**src/rtl/key_conditioner.sv**
```systemverilog
// Pushbutton front end: synchronise, debounce on a shared tick, emit press pulse/level/long flags.
// Define KEY_AUTOREPEAT_EN to build the REPEAT state and periodic auto-repeat pulses.
module key_conditioner #(
    parameter int NKEY     = 6,
    parameter int TICK_DIV = 50000,
    parameter int DEB_MS   = 20,
    parameter int HOLD_MS  = 800,
    parameter int REP_MS   = 200
) (
    input  logic            CLK_50,
    input  logic            CR,
    input  logic [NKEY-1:0] key_n,
    output logic [NKEY-1:0] key_pulse,
    output logic [NKEY-1:0] key_level,
    output logic [NKEY-1:0] key_long
);

    localparam logic [15:0] TICK_LAST = 16'(TICK_DIV - 1);
    localparam logic [15:0] DEB_LAST  = 16'(DEB_MS - 1);
    localparam logic [15:0] HOLD_LAST = 16'(HOLD_MS - 1);
`ifdef KEY_AUTOREPEAT_EN
    localparam logic [15:0] REP_LAST  = 16'(REP_MS - 1);
`endif

    if (TICK_DIV < 2 || DEB_MS < 2 || HOLD_MS < 2 || REP_MS < 2) begin : g_bad_params
        $error("key_conditioner: TICK_DIV, DEB_MS, HOLD_MS and REP_MS must all be >= 2");
    end

    typedef enum logic [2:0] {
        S_IDLE,
        S_DEB_PRESS,
        S_HELD,
`ifdef KEY_AUTOREPEAT_EN
        S_REPEAT,
`endif
        S_DEB_REL
    } state_t;

    // Shared debounce timebase
    logic [15:0] tick_cnt_reg;
    logic        tick;

    assign tick = (tick_cnt_reg == TICK_LAST);

    always_ff @(posedge CLK_50 or posedge CR) begin
        if (CR) begin
            tick_cnt_reg <= '0;
        end else if (tick) begin
            tick_cnt_reg <= '0;
        end else begin
            tick_cnt_reg <= tick_cnt_reg + 16'd1;
        end
    end

    // Two-flop synchroniser, idles at "released"
    logic [NKEY-1:0] sync1_reg;
    logic [NKEY-1:0] sync2_reg;

    always_ff @(posedge CLK_50 or posedge CR) begin
        if (CR) begin
            sync1_reg <= '1;
            sync2_reg <= '1;
        end else begin
            sync1_reg <= key_n;
            sync2_reg <= sync1_reg;
        end
    end

    for (genvar gi = 0; gi < NKEY; gi++) begin : g_key
        state_t      state_reg, state_next;
        logic [15:0] cnt_reg, cnt_next;
        logic        pulse_reg, pulse_next;
        logic        level_reg, level_next;
        logic        long_reg, long_next;
        logic        pressed;

        assign pressed = ~sync2_reg[gi];

        always_ff @(posedge CLK_50 or posedge CR) begin
            if (CR) begin
                state_reg <= S_IDLE;
                cnt_reg   <= '0;
                pulse_reg <= 1'b0;
                level_reg <= 1'b0;
                long_reg  <= 1'b0;
            end else begin
                state_reg <= state_next;
                cnt_reg   <= cnt_next;
                pulse_reg <= pulse_next;
                level_reg <= level_next;
                long_reg  <= long_next;
            end
        end

        always_comb begin
            state_next = state_reg;
            cnt_next   = cnt_reg;
            pulse_next = 1'b0;
            long_next  = long_reg;
            case (state_reg)
                S_IDLE: begin
                    long_next = 1'b0;
                    if (pressed) begin
                        state_next = S_DEB_PRESS;
                        cnt_next   = '0;
                    end
                end
                S_DEB_PRESS: begin
                    long_next = 1'b0;
                    if (!pressed) begin
                        state_next = S_IDLE;
                        cnt_next   = '0;
                    end else if (tick) begin
                        if (cnt_reg == DEB_LAST) begin
                            state_next = S_HELD;
                            cnt_next   = '0;
                            pulse_next = 1'b1;
                        end else begin
                            cnt_next = cnt_reg + 16'd1;
                        end
                    end
                end
                S_HELD: begin
                    if (!pressed) begin
                        state_next = S_DEB_REL;
                        cnt_next   = '0;
                    end else if (tick) begin
                        if (cnt_reg == HOLD_LAST) begin
                            long_next = 1'b1;
`ifdef KEY_AUTOREPEAT_EN
                            state_next = S_REPEAT;
                            cnt_next   = '0;
                            pulse_next = 1'b1;
`endif
                            // Without auto-repeat the count parks at HOLD_LAST
                        end else begin
                            cnt_next = cnt_reg + 16'd1;
                        end
                    end
                end
`ifdef KEY_AUTOREPEAT_EN
                S_REPEAT: begin
                    long_next = 1'b1;
                    if (!pressed) begin
                        state_next = S_DEB_REL;
                        cnt_next   = '0;
                    end else if (tick) begin
                        if (cnt_reg == REP_LAST) begin
                            cnt_next   = '0;
                            pulse_next = 1'b1;
                        end else begin
                            cnt_next = cnt_reg + 16'd1;
                        end
                    end
                end
`endif
                S_DEB_REL: begin
                    // long_reg carries over from the state that released
                    if (pressed) begin
                        state_next = S_HELD;
                        cnt_next   = '0;
                        long_next  = 1'b0;
                    end else if (tick) begin
                        if (cnt_reg == DEB_LAST) begin
                            state_next = S_IDLE;
                            cnt_next   = '0;
                            long_next  = 1'b0;
                        end else begin
                            cnt_next = cnt_reg + 16'd1;
                        end
                    end
                end
                default: begin
                    state_next = S_IDLE;
                    cnt_next   = '0;
                    long_next  = 1'b0;
                end
            endcase
            level_next = (state_next != S_IDLE) && (state_next != S_DEB_PRESS);
        end

        assign key_pulse[gi] = pulse_reg;
        assign key_level[gi] = level_reg;
        assign key_long[gi]  = long_reg;
    end

endmodule

```
**config.mk**
```make
export PLATFORM = sky130hd
export DESIGN_NAME = key_conditioner
export DESIGN_NICKNAME = d
export VERILOG_FILES = /design/src/rtl/key_conditioner.sv
export SDC_FILE = /design/constraint.sdc
export NUM_CORES = 1
export LEC_CHECK = 0
export CORE_ASPECT_RATIO = 0.7
export CORE_MARGIN = 4
export CORE_UTILIZATION = 50
export DETAILED_ROUTE_END_ITERATION = 8
export GPL_TIMING_DRIVEN = 0
export HOLD_SLACK_MARGIN = 0.02
export PLACE_DENSITY = 0.67
export SYNTH_ARGS = -nofsm -noshare
export SYNTH_HDL_FRONTEND = slang
export SYNTH_SLANG_ARGS = --single-unit
```
**constraint.sdc**
```tcl
create_clock -name CLK_50 -period 16.9 [get_ports CLK_50]
set_clock_uncertainty 0.1 [all_clocks]
set_input_delay 3.38 -clock CLK_50 [delete_from_list [all_inputs] [get_ports CLK_50]]
set_output_delay 3.38 -clock CLK_50 [all_outputs]
set_load 0.02 [all_outputs]
```
==> impl_summary.log, run 1 <==
[metrics] setup repair after global routing missed its margin: false
[metrics] number of buffers added on ports: 25
[metrics] post-synthesis instance total: 1,022
[metrics] critical path data arrival time: 1.49 ns
[metrics] length of the first detailed-routing pass in iterations: 7
[metrics] combined area of all synthesized cells: 9170 µm²
[metrics] chain of cells forming the critical path: buf_4, clkdlybuf4s50_1
[metrics] total clock buffers created by CTS: 17
[metrics] slowest library cell on the worst path: sky130_fd_sc_hd__clkdlybuf4s50_1
[metrics] data required time at the worst endpoint: 13.42 ns
[metrics] Crit. Startpoint: g_key[3].long_reg$_DFFE_PP0P_
[metrics] detail-routed via count per cell: 6.04
[metrics] initial standard-cell utilization of the core: 50.9%
[metrics] count of different cell masters after synthesis: 89
[metrics] end of the worst register-to-register path: g_key[3].cnt_reg[7]$_DFFE_PP0P_
[metrics] met3 GRT Util: 4.43%
[metrics] number of enable-type register cells in the synthesized netlist: 0
[metrics] row cnt: 41
[metrics] number of gates resized after CTS: 0
[metrics] clock transition at the register clock pins on the worst setup and hold paths after CTS: 0.06 ns
[metrics] width of the chip: 170 µm
[metrics] cell type with the highest aggregate area in the netlist: sky130_fd_sc_hd__dfrtp_1
[metrics] # H-tree levels: 4
[metrics] layout cells sized above 1: 11.7%
[metrics] GR met2 Demand/Resource: 30.3%
[metrics] top_reg_cell synth: sky130_fd_sc_hd__dfrtp_1
[metrics] ys async rst share: 100%
[metrics] CTS Root Cell: sky130_fd_sc_hd__clkbuf_16
[metrics] number of slew-limit violations in the final report: 0
[metrics] final worst path period need: 4.97 ns
[metrics] final period utilization: 29.4%
[metrics] max reg flops: 96
[metrics] flop2flop setup slack: 13.77 ns
[metrics] post-CTS setup buffer count: 0
[metrics] worst min path class: flop to flop
[metrics] die area: 20,600 µm²
[metrics] final HPWL from detailed placement: 15,300 µm
[metrics] number of filler cells placed in the layout: 1,610
[metrics] cells on worst reg2reg path: 9
[metrics] Max stage delay on crit path: 0.59 ns
[metrics] top-level I/O count: 26
[metrics] remaining routing DRC violations: 0
[metrics] launch instance of the worst min-delay path: sync1_reg[3]$_DFF_PP1_
[metrics] leakage power total: 4.34 nW
[metrics] gp weighted congestion: 0.893
[metrics] Skew-Pair Late Insertion Delay: 0.43 ns
[metrics] most instantiated cells after synthesis: sky130_fd_sc_hd__dfrtp_1 (148), sky130_fd_sc_hd__nor2_1 (102), sky130_fd_sc_hd__nand2_1 (88)
[metrics] detail-routed net length per standard cell: 16.6 µm
[metrics] Cells on Worst Hold Path: 0
[metrics] post-place instance area: 9770 µm²
[metrics] max-cap violations: 0
[metrics] IR Drop Worst-Case VDD: 0.0000785 V
[metrics] worst hold path endpoint: sync2_reg[3]$_DFF_PP1_
[metrics] DRT iter0 DRCs: 1,085
[metrics] aggregate global routing overflow: 0
[metrics] most frequently used cell type in the post-synthesis netlist: sky130_fd_sc_hd__dfrtp_1
[metrics] slew at the pin closest to its max-slew limit: 0.839 ns
[metrics] maximum number of pins on one net before global-route repair: 100
[metrics] global-route wire length before repair: 37,000 µm
[metrics] Post-Route Hold Slack: 0.254 ns
[metrics] vias after detailed routing: 7,977
[metrics] vias in the first global route: 7,271
[metrics] total global routing track utilization: 22.0%
[metrics] Worst Setup End Kind: output pin
[metrics] synthesized area per cell: 8.98 µm²
[metrics] count of final hold-check violations: 0
[metrics] worst-path maximum fanout: 2
[metrics] number of buffers added to fix hold violations after cts: 0
[metrics] final setup violating endpoints: 0
[metrics] total negative slack: 0 ns
[metrics] net total in the final layout: 1,087
[metrics] max frequency: 201 MHz
[metrics] final non-filler cell area: 10,400 µm²
[metrics] area grow syn2layout: 13.0%
[metrics] CTS sink cnt: 160
[metrics] Area contributors post-synth: sky130_fd_sc_hd__dfrtp_1 (40%), sky130_fd_sc_hd__a21oi_1 (4.7%), sky130_fd_sc_hd__nor2_1 (4.2%)
[metrics] total of flip-flops plus latches after synthesis: 160
[metrics] worst slew margin relative to its limit: 43.5%
[metrics] startpoint type of the worst setup path: flop
[metrics] top-area cell type share of the netlist area: 40.4%
[metrics] Detailed Route WL: 22,000 µm
[metrics] initial antenna violation count: 0
[metrics] total power: 820 µW
[metrics] remaining antenna violation count: 0
[metrics] number of buffers between clock root and the deepest sink: 2
[metrics] status: completed
[metrics] power density normalized to cell area: 79.1 nW/µm²
[metrics] number of antenna cells inserted: 0
[metrics] met1 Use GR: 35.3%
[metrics] die span in y: 121 µm
[metrics] TritonCTS clock tree: built
[metrics] number of warnings issued by yosys: 0
[metrics] r2r startpoint: tick_cnt_reg[0]$_DFF_PP0_
[metrics] CORE AREA: 18,000 µm²
[metrics] sequential fraction of the synthesis area: 43.8%
[metrics] class of the most critical setup path: flop to output pin
[metrics] GRT Max-Usage Layer: met1
==> cells by family after synthesis <==
logic type                 Yosys count  share of synthesized area [%]
xor gates and xnor gates            18                           1.72
AOI/OAI and AO/OA                  301                           21.7
and+or+nand+nor                    432                           25.4
adders and majority gates            7                          0.955
muxes                               16                           1.80
buffers and inverters               87                           4.64
other                                1                         0.0409
DFF                                160                           43.8
==> how the worst max path moves through the flow <==
stage	end	slack, ns	depth (start not counted)
3_3_place_gp	g_key[4].cnt_reg[0]$_DFFE_PP0P_	6.83	2
5_1_grt	key_long[3]	11.88	2
2_1_floorplan	g_key[0].cnt_reg[0]$_DFFE_PP0P_	9.12	1
3_5_place_dp	sync1_reg[4]$_DFF_PP1_	12.06	3
6_report	key_long[3]	11.93	2
4_1_cts	key_long[0]	11.90	2
==> report_power, final <==
part | internal, mW | total [mW] | leakage [nW] | switching (mW)
Combinational | 0.0112 | 0.0378 | 1.88 | 0.0266
Sequential | 0.387 | 0.389 | 2.16 | 0.00208
Clock | 0.223 | 0.393 | 0.296 | 0.170
==> per-layer routing <==
layer  share of wire (%)  wire, µm  up-vias
met5                   0         0        -
met4                0.64       141        0
met3                 6.3      1380       11
met2                  41      9100      252
met1                  52     11400     3816
li1                    -         -     3898
==> final cells by class <==
class                   instances  area [µm²]  share of cell area, %
clock buffers                  17         425                   4.10
well taps                     236         295                   2.85
clock inverters                15         171                   1.65
repair buffers                 26         278                   2.68
inverters                      35         139                   1.34
multi-input cells             780        4750                   45.8
plain buffers                  52         294                   2.84
flip-flops and latches        160        4020                   38.8
==> per-stage QoR <==
step                worst slack, ns  util, %  std cells
floorplan                      9.12        -       1027
global placement               6.83     54.1       1288
detailed placement            12.06     54.3       1289
CTS                           11.90     57.6       1321
global route                  11.88     57.6       1321
finish                        11.93     57.6       1321
==> worst max-delay path: cells and delay by family, from the launching register on <==
family,cells,cell delay [ns]
buffers and inverters,2,0.70
flip-flops,1,0.37
==> layout by cell type, fill, tap and decap left out, drive strengths merged, types with 23 or more instances in the layout <==
master,instances
dfrtp,148
nor2,102
a21oi,90
nand2,88
o21ai,67
nand3,55
inv,43
clkbuf,39
buf,31
a31oi,30
nor3,27
and3,25
clkdlybuf4s50,25
nand4,23
Power figures use the tool's default switching activity.
==> run 2, diff against run 1 <==
- PLACE_DENSITY: 0.67 -> 0.69
- clock period: 16.9 -> 4.45 ns (I/O delays scaled with it)
==> run 2 against run 1 <==
Effect of this change:
- power grew to 3.8 times the previous value
- hold slack gained 0.00071 ns
- worst setup slack lost 11 ns
- sequential power grew to 3.8 times the previous value
- critical path depth grew 7
- global-route usage grew 0.23 points
- register-to-register slack lost 13 ns
- design area grew 0.48%
- combinational power grew to 4.0 times the previous value
- sequential cell count is the same
- largest power group is now registers
- highest routed layer unchanged
==> impl_summary.log, run 2 (same netlist as run 1, synthesis figures left out) <==
[metrics] total negative slack: 0 ns (unchanged)
[metrics] clock transition at the register clock pins on the worst setup and hold paths after CTS: 0.07 ns (about the same)
[metrics] r2r startpoint: tick_cnt_reg[0]$_DFF_PP0_
[metrics] slew at the pin closest to its max-slew limit: 0.872 ns (+0.0330 ns)
[metrics] total global routing track utilization: 22.3% (+0.23 points)
[metrics] CORE AREA: 18,000 µm² (unchanged)
[metrics] DRT iter0 DRCs: 999 (-7.9%)
[metrics] status: completed
[metrics] max reg flops: 96 (unchanged)
[metrics] number of buffers between clock root and the deepest sink: 2 (unchanged)
[metrics] leakage power total: 4.35 nW (+0.20%)
[metrics] area grow syn2layout: 13.6%
[metrics] global-route wire length before repair: 37,700 µm (+1.9%)
[metrics] Worst Setup End Kind: flop
[metrics] total clock buffers created by CTS: 17 (unchanged)
[metrics] IR Drop Worst-Case VDD: 0.000219 V (+180%)
[metrics] remaining antenna violation count: 0 (unchanged)
[metrics] Buffers & Inverters on Critical Path: 2 (unchanged)
[metrics] worst-path maximum fanout: 10 (+8)
[metrics] number of buffers added to fix hold violations after cts: 0 (unchanged)
[metrics] cell family with most CP delay: buffers and inverters
[metrics] crit path setup slack, layout: 1.17 ns (-10.76 ns)
[metrics] length of the first detailed-routing pass in iterations: 7 (unchanged)
[metrics] # H-tree levels: 4 (unchanged)
[metrics] number of filler cells placed in the layout: 1,595 (-0.93%)
[metrics] top-level I/O count: 26 (unchanged)
[metrics] Detailed Route WL: 22,200 µm (+0.90%)
[metrics] gp weighted congestion: 0.898 (+0.47%)
[metrics] launch instance of the worst min-delay path: sync1_reg[1]$_DFF_PP1_
[metrics] class of the most critical setup path: flop to flop
[metrics] row cnt: 41 (unchanged)
[metrics] data required time at the worst endpoint: 4.66 ns (-8.76 ns)
[metrics] number of gates resized after CTS: 0 (unchanged)
[metrics] initial standard-cell utilization of the core: 50.9% (unchanged)
[metrics] slowest library cell on the worst path: sky130_fd_sc_hd__clkbuf_1
[metrics] top library cells by usage in the layout, fill and taps aside: sky130_fd_sc_hd__dfrtp_1 (148), sky130_fd_sc_hd__nor2_1 (102), sky130_fd_sc_hd__nand2_1 (88), sky130_fd_sc_hd__a21oi_1 (87), sky130_fd_sc_hd__o21ai_0 (58)
[metrics] die area: 20,600 µm² (unchanged)
[metrics] vias in the first global route: 7,434 (+2.2%)
[metrics] Worst path most repeated cell: sky130_fd_sc_hd__nand2_1
[metrics] detail-routed via count per cell: 6.12 (+1.4%)
[metrics] Skew-Pair Late Insertion Delay: 0.43 ns (about the same)
[metrics] aggregate global routing overflow: 0 (unchanged)
[metrics] max-cap violations: 0 (unchanged)
[metrics] number of buffers added on ports: 25 (unchanged)
[metrics] net total in the final layout: 1,091 (+0.37%)
[metrics] remaining routing DRC violations: 0 (unchanged)
[metrics] placement-stage worst setup slack: 1.28 ns (-10.78 ns)
[metrics] final period utilization: 73.7%
[metrics] detail-routed net length per standard cell: 16.7 µm (+0.60%)
[metrics] final setup violating endpoints: 0 (unchanged)
[metrics] flop2flop setup slack: 1.17 ns (-12.60 ns)
[metrics] max frequency: 305 MHz
[metrics] worst slew margin relative to its limit: 41.4% (-2.1 points)
[metrics] die span in y: 121 µm (unchanged)
[metrics] Max stage delay on crit path: 0.67 ns (+0.08 ns)
[metrics] startpoint type of the worst setup path: flop
[metrics] chain of cells forming the critical path: ha_1, and3_1, nand4_1, buf_2, clkbuf_1, nand2_1, nand2_1, o21ai_0, o41ai_1
[metrics] TritonCTS clock tree: built
[metrics] number of slew-limit violations in the final report: 0 (unchanged)
[metrics] CTS Root Cell: sky130_fd_sc_hd__clkbuf_16
[metrics] number of antenna cells inserted: 0 (unchanged)
[metrics] power density normalized to cell area: 296 nW/µm² (+270%)
[metrics] most common cell after layout, fill and taps aside: sky130_fd_sc_hd__dfrtp_1
[metrics] vias after detailed routing: 8,115 (+1.7%)
[metrics] layout cells sized above 1: 11.9% (+0.23 points)
[metrics] final HPWL from detailed placement: 15,800 µm (+3.6%)
[metrics] width of the chip: 170 µm (unchanged)
[metrics] final worst path period need: 3.28 ns
[metrics] count of final hold-check violations: 0 (unchanged)
[metrics] worst min path class: flop to flop
[metrics] initial antenna violation count: 0 (unchanged)
[metrics] critical path data arrival time: 3.49 ns (+2.00 ns)
[metrics] post-CTS setup buffer count: 0 (unchanged)
[metrics] maximum number of pins on one net before global-route repair: 35 (-65%)
[metrics] Crit. Startpoint: tick_cnt_reg[0]$_DFF_PP0_
[metrics] setup repair after global routing missed its margin: false
[metrics] CTS sink cnt: 160 (unchanged)
## run 2: cell types whose count changed in the layout (fill, tap and decap cells not counted)
cell,before,now
sky130_fd_sc_hd__inv_8,5,1
sky130_fd_sc_hd__bufinv_16,2,1
sky130_fd_sc_hd__clkinvlp_4,1,4
sky130_fd_sc_hd__clkbuf_8,0,2
sky130_fd_sc_hd__clkbuf_1,19,20
sky130_fd_sc_hd__buf_12,0,5
sky130_fd_sc_hd__inv_6,4,5
sky130_fd_sc_hd__buf_16,1,0
sky130_fd_sc_hd__clkinv_2,3,1
## run 2: worst paths after layout
| path | cells after the start | endpoint |
|---|---|---|
| max | 9 | g_key[3].cnt_reg[7]$_DFFE_PP0P_ |
| min | 0 | sync2_reg[1]$_DFF_PP1_ |
| max reg2reg | 9 | g_key[3].cnt_reg[7]$_DFFE_PP0P_ |
| min reg2reg | 0 | sync2_reg[1]$_DFF_PP1_ |
| max in group asynchronous | 6 | g_key[3].cnt_reg[11]$_DFFE_PP0P_ |
| min in group asynchronous | 2 | g_key[4].pulse_reg$_DFF_PP0_ |
## run 2: layer usage
layer	up-vias	wire, µm	track usage, %
met1	3926	11300	35.2
met4	0	140	4.49
met2	274	9280	31.7
met3	11	1480	4.07
met5	-	0	0
li1	3904	-	-
## run 2: stage by stage
step                std cells  util [%]  total power, mW  instance area, µm²  hold slack, ns
floorplan                1027         -             1.61                9200           0.245
global placement         1288      54.1             1.64                9740           0.247
detailed placement       1293      54.7             1.66                9840           0.247
CTS                      1325      57.9             3.11               10400           0.256
global route             1325      57.9             3.19               10400           0.261
finish                   1325      57.9             3.08               10400           0.255
## run 2: power by group
part	internal [mW]	leakage [nW]	switching, mW
Sequential	1.47	2.16	0.00799
Clock	0.813	0.276	0.638
Combinational	0.0485	1.91	0.103
Total	2.33	4.35	0.749
## run 2: area by class of cell
cell class / instances / area [µm²] / area share, %
multi-input combinational: 780 / 4750 / 45.6
sequential: 160 / 4020 / 38.6
clock buffer: 20 / 457 / 4.38
timing repair buffer: 30 / 350 / 3.36
tap: 236 / 295 / 2.83
buffer: 52 / 294 / 2.82
inverter: 35 / 135 / 1.30
clock inverter: 12 / 121 / 1.16
==> run 3, diff against run 2 <==
- clock period: 4.45 -> 3 ns (I/O delays scaled with it)
==> run 3 against run 2 <==
Effect of this change:
- critical path depth did not move
- clock power rose by 48%
- sequential cell count did not move
==> impl_summary.log, run 3 (same netlist as run 1, synthesis figures left out) <==
[metrics] top-level I/O count: 26 (unchanged)
[metrics] area grow syn2layout: 14.0%
[metrics] leakage power total: 4.37 nW (+0.49%)
[metrics] placement-stage worst setup slack: -0.174 ns (-1.45 ns)
[metrics] top library cells by usage in the layout, fill and taps aside: sky130_fd_sc_hd__dfrtp_1 (148), sky130_fd_sc_hd__nor2_1 (102), sky130_fd_sc_hd__nand2_1 (88), sky130_fd_sc_hd__a21oi_1 (87), sky130_fd_sc_hd__o21ai_0 (58)
[metrics] total negative slack: 0 ns (unchanged)
[metrics] critical path data arrival time: 3.02 ns (-0.47 ns)
[metrics] final HPWL from detailed placement: 15,800 µm (unchanged)
[metrics] worst min path class: flop to flop
[metrics] remaining antenna violation count: 0 (unchanged)
[metrics] crit path setup slack, layout: 0.191 ns (-0.979 ns)
[metrics] number of slew-limit violations in the final report: 0 (unchanged)
[metrics] CORE AREA: 18,000 µm² (unchanged)
[metrics] number of buffers added on ports: 25 (unchanged)
[metrics] most common cell after layout, fill and taps aside: sky130_fd_sc_hd__dfrtp_1
[metrics] detail-routed net length per standard cell: 16.7 µm (about the same)
[metrics] total clock buffers created by CTS: 17 (unchanged)
[metrics] clock transition at the register clock pins on the worst setup and hold paths after CTS: 0.07 ns (about the same)
[metrics] global-route wire length before repair: 37,700 µm (unchanged)
[metrics] Worst Setup End Kind: flop
[metrics] TritonCTS clock tree: built
[metrics] initial standard-cell utilization of the core: 50.9% (unchanged)
[metrics] number of buffers between clock root and the deepest sink: 2 (unchanged)
[metrics] final worst path period need: 2.81 ns (-0.471 ns)
[metrics] row cnt: 41 (unchanged)
[metrics] max reg flops: 96 (unchanged)
[metrics] max-cap violations: 0 (unchanged)
[metrics] vias in the first global route: 7,434 (unchanged)
[metrics] initial antenna violation count: 0 (unchanged)
[metrics] vias after detailed routing: 8,153 (+0.47%)
[metrics] worst-path maximum fanout: 10 (unchanged)
[metrics] gp weighted congestion: 0.898 (unchanged)
[metrics] remaining routing DRC violations: 0 (unchanged)
[metrics] total global routing track utilization: 22.3% (unchanged)
[metrics] startpoint type of the worst setup path: flop
[metrics] # H-tree levels: 4 (unchanged)
[metrics] net total in the final layout: 1,095 (+0.37%)
[metrics] maximum number of pins on one net before global-route repair: 35 (unchanged)
[metrics] total power: 4.57 mW (+48%)
[metrics] DRT iter0 DRCs: 1,090 (+9.1%)
[metrics] slew at the pin closest to its max-slew limit: 0.935 ns (+0.0633 ns)
[metrics] Skew-Pair Late Insertion Delay: 0.43 ns (about the same)
[metrics] final setup violating endpoints: 0 (unchanged)
[metrics] worst slew margin relative to its limit: 37.1% (-4.3 points)
[metrics] width of the chip: 170 µm (unchanged)
[metrics] number of antenna cells inserted: 0 (unchanged)
[metrics] die area: 20,600 µm² (unchanged)
[metrics] Detailed Route WL: 22,200 µm (+0.25%)
[metrics] layout cells sized above 1: 12.4% (+0.51 points)
[metrics] class of the most critical setup path: flop to flop
[metrics] setup repair after global routing missed its margin: false
[metrics] data required time at the worst endpoint: 3.21 ns (-1.45 ns)
[metrics] number of filler cells placed in the layout: 1,588 (-0.44%)
[metrics] length of the first detailed-routing pass in iterations: 6 (-1)
[metrics] max frequency: 356 MHz (+17%)
[metrics] final period utilization: 93.6% (+20 points)
[metrics] count of final hold-check violations: 0 (unchanged)
[metrics] die span in y: 121 µm (unchanged)
[metrics] status: completed
[metrics] detail-routed via count per cell: 6.13 (+0.17%)
[metrics] IR Drop Worst-Case VDD: 0.000323 V (+48%)
[metrics] CTS Root Cell: sky130_fd_sc_hd__clkbuf_16
[metrics] CTS sink cnt: 160 (unchanged)
[metrics] power density normalized to cell area: 437 nW/µm² (+48%)
[metrics] aggregate global routing overflow: 0 (unchanged)
## run 3: changes by cell type in the layout (fill, tap and decap cells not counted)
cell / before / now
sky130_fd_sc_hd__clkbuf_2: 3 / 5
sky130_fd_sc_hd__clkbuf_4: 0 / 2
sky130_fd_sc_hd__buf_4: 18 / 22
sky130_fd_sc_hd__buf_2: 10 / 8
sky130_fd_sc_hd__clkbuf_1: 20 / 18
## run 3: final timing paths
kind,startpoint,endpoint,slack [ns],depth (start not counted)
max,tick_cnt_reg[0]$_DFF_PP0_,g_key[2].pulse_reg$_DFF_PP0_,0.19,9
min,sync1_reg[3]$_DFF_PP1_,sync2_reg[3]$_DFF_PP1_,0.26,0
max reg2reg,tick_cnt_reg[0]$_DFF_PP0_,g_key[2].pulse_reg$_DFF_PP0_,0.19,9
min reg2reg,sync1_reg[3]$_DFF_PP1_,sync2_reg[3]$_DFF_PP1_,0.26,0
max in group asynchronous,CR,g_key[3].cnt_reg[11]$_DFFE_PP0P_,1.18,6
min in group asynchronous,CR,g_key[4].pulse_reg$_DFF_PP0_,0.42,2
## run 3: area by class of cell
class	instances	area [µm²]	area share (%)
tap	236	295	2.82
clock inverter	12	121	1.16
multi-input combinational	780	4750	45.4
timing repair buffer	34	380	3.64
clock buffer	20	457	4.37
buffer	52	302	2.88
inverter	35	135	1.29
sequential	160	4020	38.4
## run 3: per-stage QoR
step	hold slack [ns]	utilization, %	instances	cell area (µm²)
after detailed placement	0.247	54.7	1293	9840
after floorplan	0.245	-	1027	9200
after global routing	0.261	58.1	1329	10500
after global placement	0.247	54.1	1288	9740
after CTS	0.256	57.9	1325	10400
final	0.256	58.1	1329	10500
## run 3: worst max-delay path, cell delays in order, from the launching register on
cell                       delay, ns
sky130_fd_sc_hd__dfrtp_1        0.40
sky130_fd_sc_hd__ha_1           0.23
sky130_fd_sc_hd__and3_1         0.23
sky130_fd_sc_hd__and4_1         0.20
sky130_fd_sc_hd__buf_2          0.24
sky130_fd_sc_hd__clkbuf_4       0.30
sky130_fd_sc_hd__clkbuf_4       0.30
sky130_fd_sc_hd__buf_2          0.32
sky130_fd_sc_hd__nand4_1        0.14
sky130_fd_sc_hd__nor4_1         0.22
## run 3: routing by layer
metal	track usage, %	vias up	wire (µm)
met5	0	-	0
met4	4.49	0	214
met3	4.07	16	1540
met2	31.7	273	9230
met1	35.2	3948	11300
li1	-	3916	-
## run 3: timing repair
item                       4_1_cts  5_1_grt
hold buffers                     0        0
pin swaps                        0        1
resized for setup                1        4
setup endpoints to repair       14       37
buffers inserted                 0        4
hold endpoints to repair         0        0
## run 3: report_power, final
part	leakage [nW]	switching [mW]	total, mW	internal [mW]
registers	2.16	0.0119	2.19	2.18
logic	1.93	0.153	0.225	0.0720
clock network	0.276	0.946	2.15	1.21
==> patch (flow settings as in run 2) <==
Put one more register stage on the output `key_pulse`, without a reset. The value now appears one clock later. The other outputs are not delayed to match.
--- a/src/rtl/key_conditioner.sv
+++ b/src/rtl/key_conditioner.sv
@@ -20,2 +20,4 @@
     localparam logic [15:0] HOLD_LAST = 16'(HOLD_MS - 1);
+
+    logic [NKEY-1:0] key_pulse_d;
 `ifdef KEY_AUTOREPEAT_EN
@@ -181,3 +183,3 @@
 
-        assign key_pulse[gi] = pulse_reg;
+        assign key_pulse_d[gi] = pulse_reg;
         assign key_level[gi] = level_reg;
@@ -186,2 +188,6 @@
 
+    always_ff @(posedge CLK_50) begin
+        key_pulse <= key_pulse_d;
+    end
+
 endmodule
Formal check against the unedited RTL: no difference found for any inputs over 4 cycles, from zero or initial values; that may be too few to reach the edited logic, so the function may still have changed.
==> patch against run 2 <==
  * Maximum frequency rose by 3.6%
  * Worst setup slack improved by 0.12 ns
  * Routed wire length rose by 1.1%
  * Clock power rose by 4%
  * Cell area fell by 0.30%
  * Sequential cell count rose by 6
  * Total power rose by 3.6%
  * Utilization fell by 0.17 points
  * Area after synthesis fell by 0.37%
  * Highest routed layer unchanged
==> patch: results (changes against run 2) <==
place_area_um2: 9790  # -0.55%
reg2reg_from: "sync2_reg[1]"
wirelength_um: 22400  # +1.1%
cp_slowest_cell: "a21oi_1"
synth_cell_type_count: 88  # -1.1%
antenna_found_initial: 0  # unchanged
drive_gt1_frac: 0.0975  # -0.0219
firstDrtPassIters: 5  # -2
synthCells: 1001  # -2.1%
slew_headroom: 0.179  # -0.235
grt_pass1_vias: 7156  # -3.7%
synthTopCellsByArea: "dfrtp_1 (41%), a21oi_1 (5.8%), o21ai_0 (3.6%), nor2_1 (3.6%), dfstp_2 (3.4%)"
synth-async-reset-ratio: 0.964  # -0.0361
synthTopCellsByCount: "dfrtp_1 (148), a21oi_1 (106), nor2_1 (87), nand2_1 (66), o21ai_0 (66)"
clkTransAtPathRegs_ns: 0.07  # about the same
power.leakage_nw: 4.23  # -2.7%
drt_iter0_drc: 753  # -25%
place_ws_ns: 1.37  # +0.0915 ns
outcome: "finished clean"
grt_max_degree: 38  # +8.6%
dpl.hpwl_um: 16000  # +1.3%
portBuffers: 25  # unchanged
num_vias: 8089  # -0.32%
grt_util_met2: 0.303  # -0.0141
nNetsFinal: 1069  # -2.0%
clk-insertion-delay-late_ns: 0.43  # about the same
use_met3: 0.0436  # +0.00293
grtUsageMet1: 0.365  # +0.0129
synth_xor_area_frac: 0.0230  # +0.00581
finalWeightedCongestion: 0.902  # +0.53%
ys_seq_area_frac: 0.453  # +0.0148
numCtsBuffers: 17  # unchanged
grt_pass1_wl_um: 37400  # -0.80%
synth_compound_area_frac: 0.206  # -0.0104
track_usage: 0.224  # +0.00160
ir_drop_mv: 0.215  # -1.6%
cp.arrival_ns: 3.42  # -0.07 ns
cpPeakStageDelay_ns: 0.74  # +0.07 ns
n_fill_cell: 1557  # -2.4%
fin_cells: 1303  # -1.7%
yosys.area_share.adder: 0.00958  # +0.0000353
hp-start: "g_key[0].pulse_reg"
cp_top_family: "compound AO/OA/AOI/OAI gates"
synthMuxAreaShare: 0.0136  # -0.00445
[patch: cell type report]
class / instances / area [um^2] / area share
Buffer: 44 / 223 / 0.0214
Clock inverter: 14 / 161 / 0.0155
Sequential cell: 166 / 4140 / 0.398
Timing Repair Buffer: 29 / 330 / 0.0318
Tap cell: 236 / 295 / 0.0284
Inverter: 33 / 128 / 0.0123
Clock buffer: 18 / 439 / 0.0423
Multi-Input combinational cell: 763 / 4670 / 0.450
[patch: logic make-up (layout without fill, tap and decap cells)]
group           count (synthesis)  in the layout
xor+xnor                       24             24
buf+inv                        77            138
other cells                     1              6
fa+ha+maj                       7              7
compound gates                299            299
simple gates                  415            415
mux                            12             12
flops                         166            166
[patch: worst paths after layout]
| path | end | slack [ns] | depth (start not counted) |
|---|---|---|---|
| setup reg to reg | g_key[1].cnt_reg[12] | 1.29 | 7 |
| min in group asynchronous | g_key[5].cnt_reg[10] | 0.83 | 2 |
| hold / removal | key_pulse[0] | 0.24 | 0 |
| setup / recovery | g_key[1].cnt_reg[12] | 1.29 | 7 |
| max in group asynchronous | g_key[1].cnt_reg[8] | 2.31 | 5 |
| hold reg to reg | key_pulse[0] | 0.24 | 0 |
[patch: routing by layer]
metal	vias up	wire [um]
li1	3860	-
met5	-	0
met2	299	9230
met3	17	1560
met4	0	185
met1	3913	11500
[patch: worst reg2reg max path, cell delays in order, from the launching register on]
cell,delay (ns)
dfstp_2,0.54
clkbuf_1,0.29
xnor2_1,0.21
nor3b_2,0.51
o21ai_0,0.40
a21oi_1,0.74
nand3_1,0.14
mux2i_1,0.16
[patch: power breakdown]
part           leakage (nW)  switching, mW  internal [mW]  total (mW)
logic                  1.73         0.0965         0.0464       0.143
registers              2.21        0.00995           1.52        1.53
clock network         0.291          0.657          0.858        1.51
total                  4.23          0.763           2.43        3.19
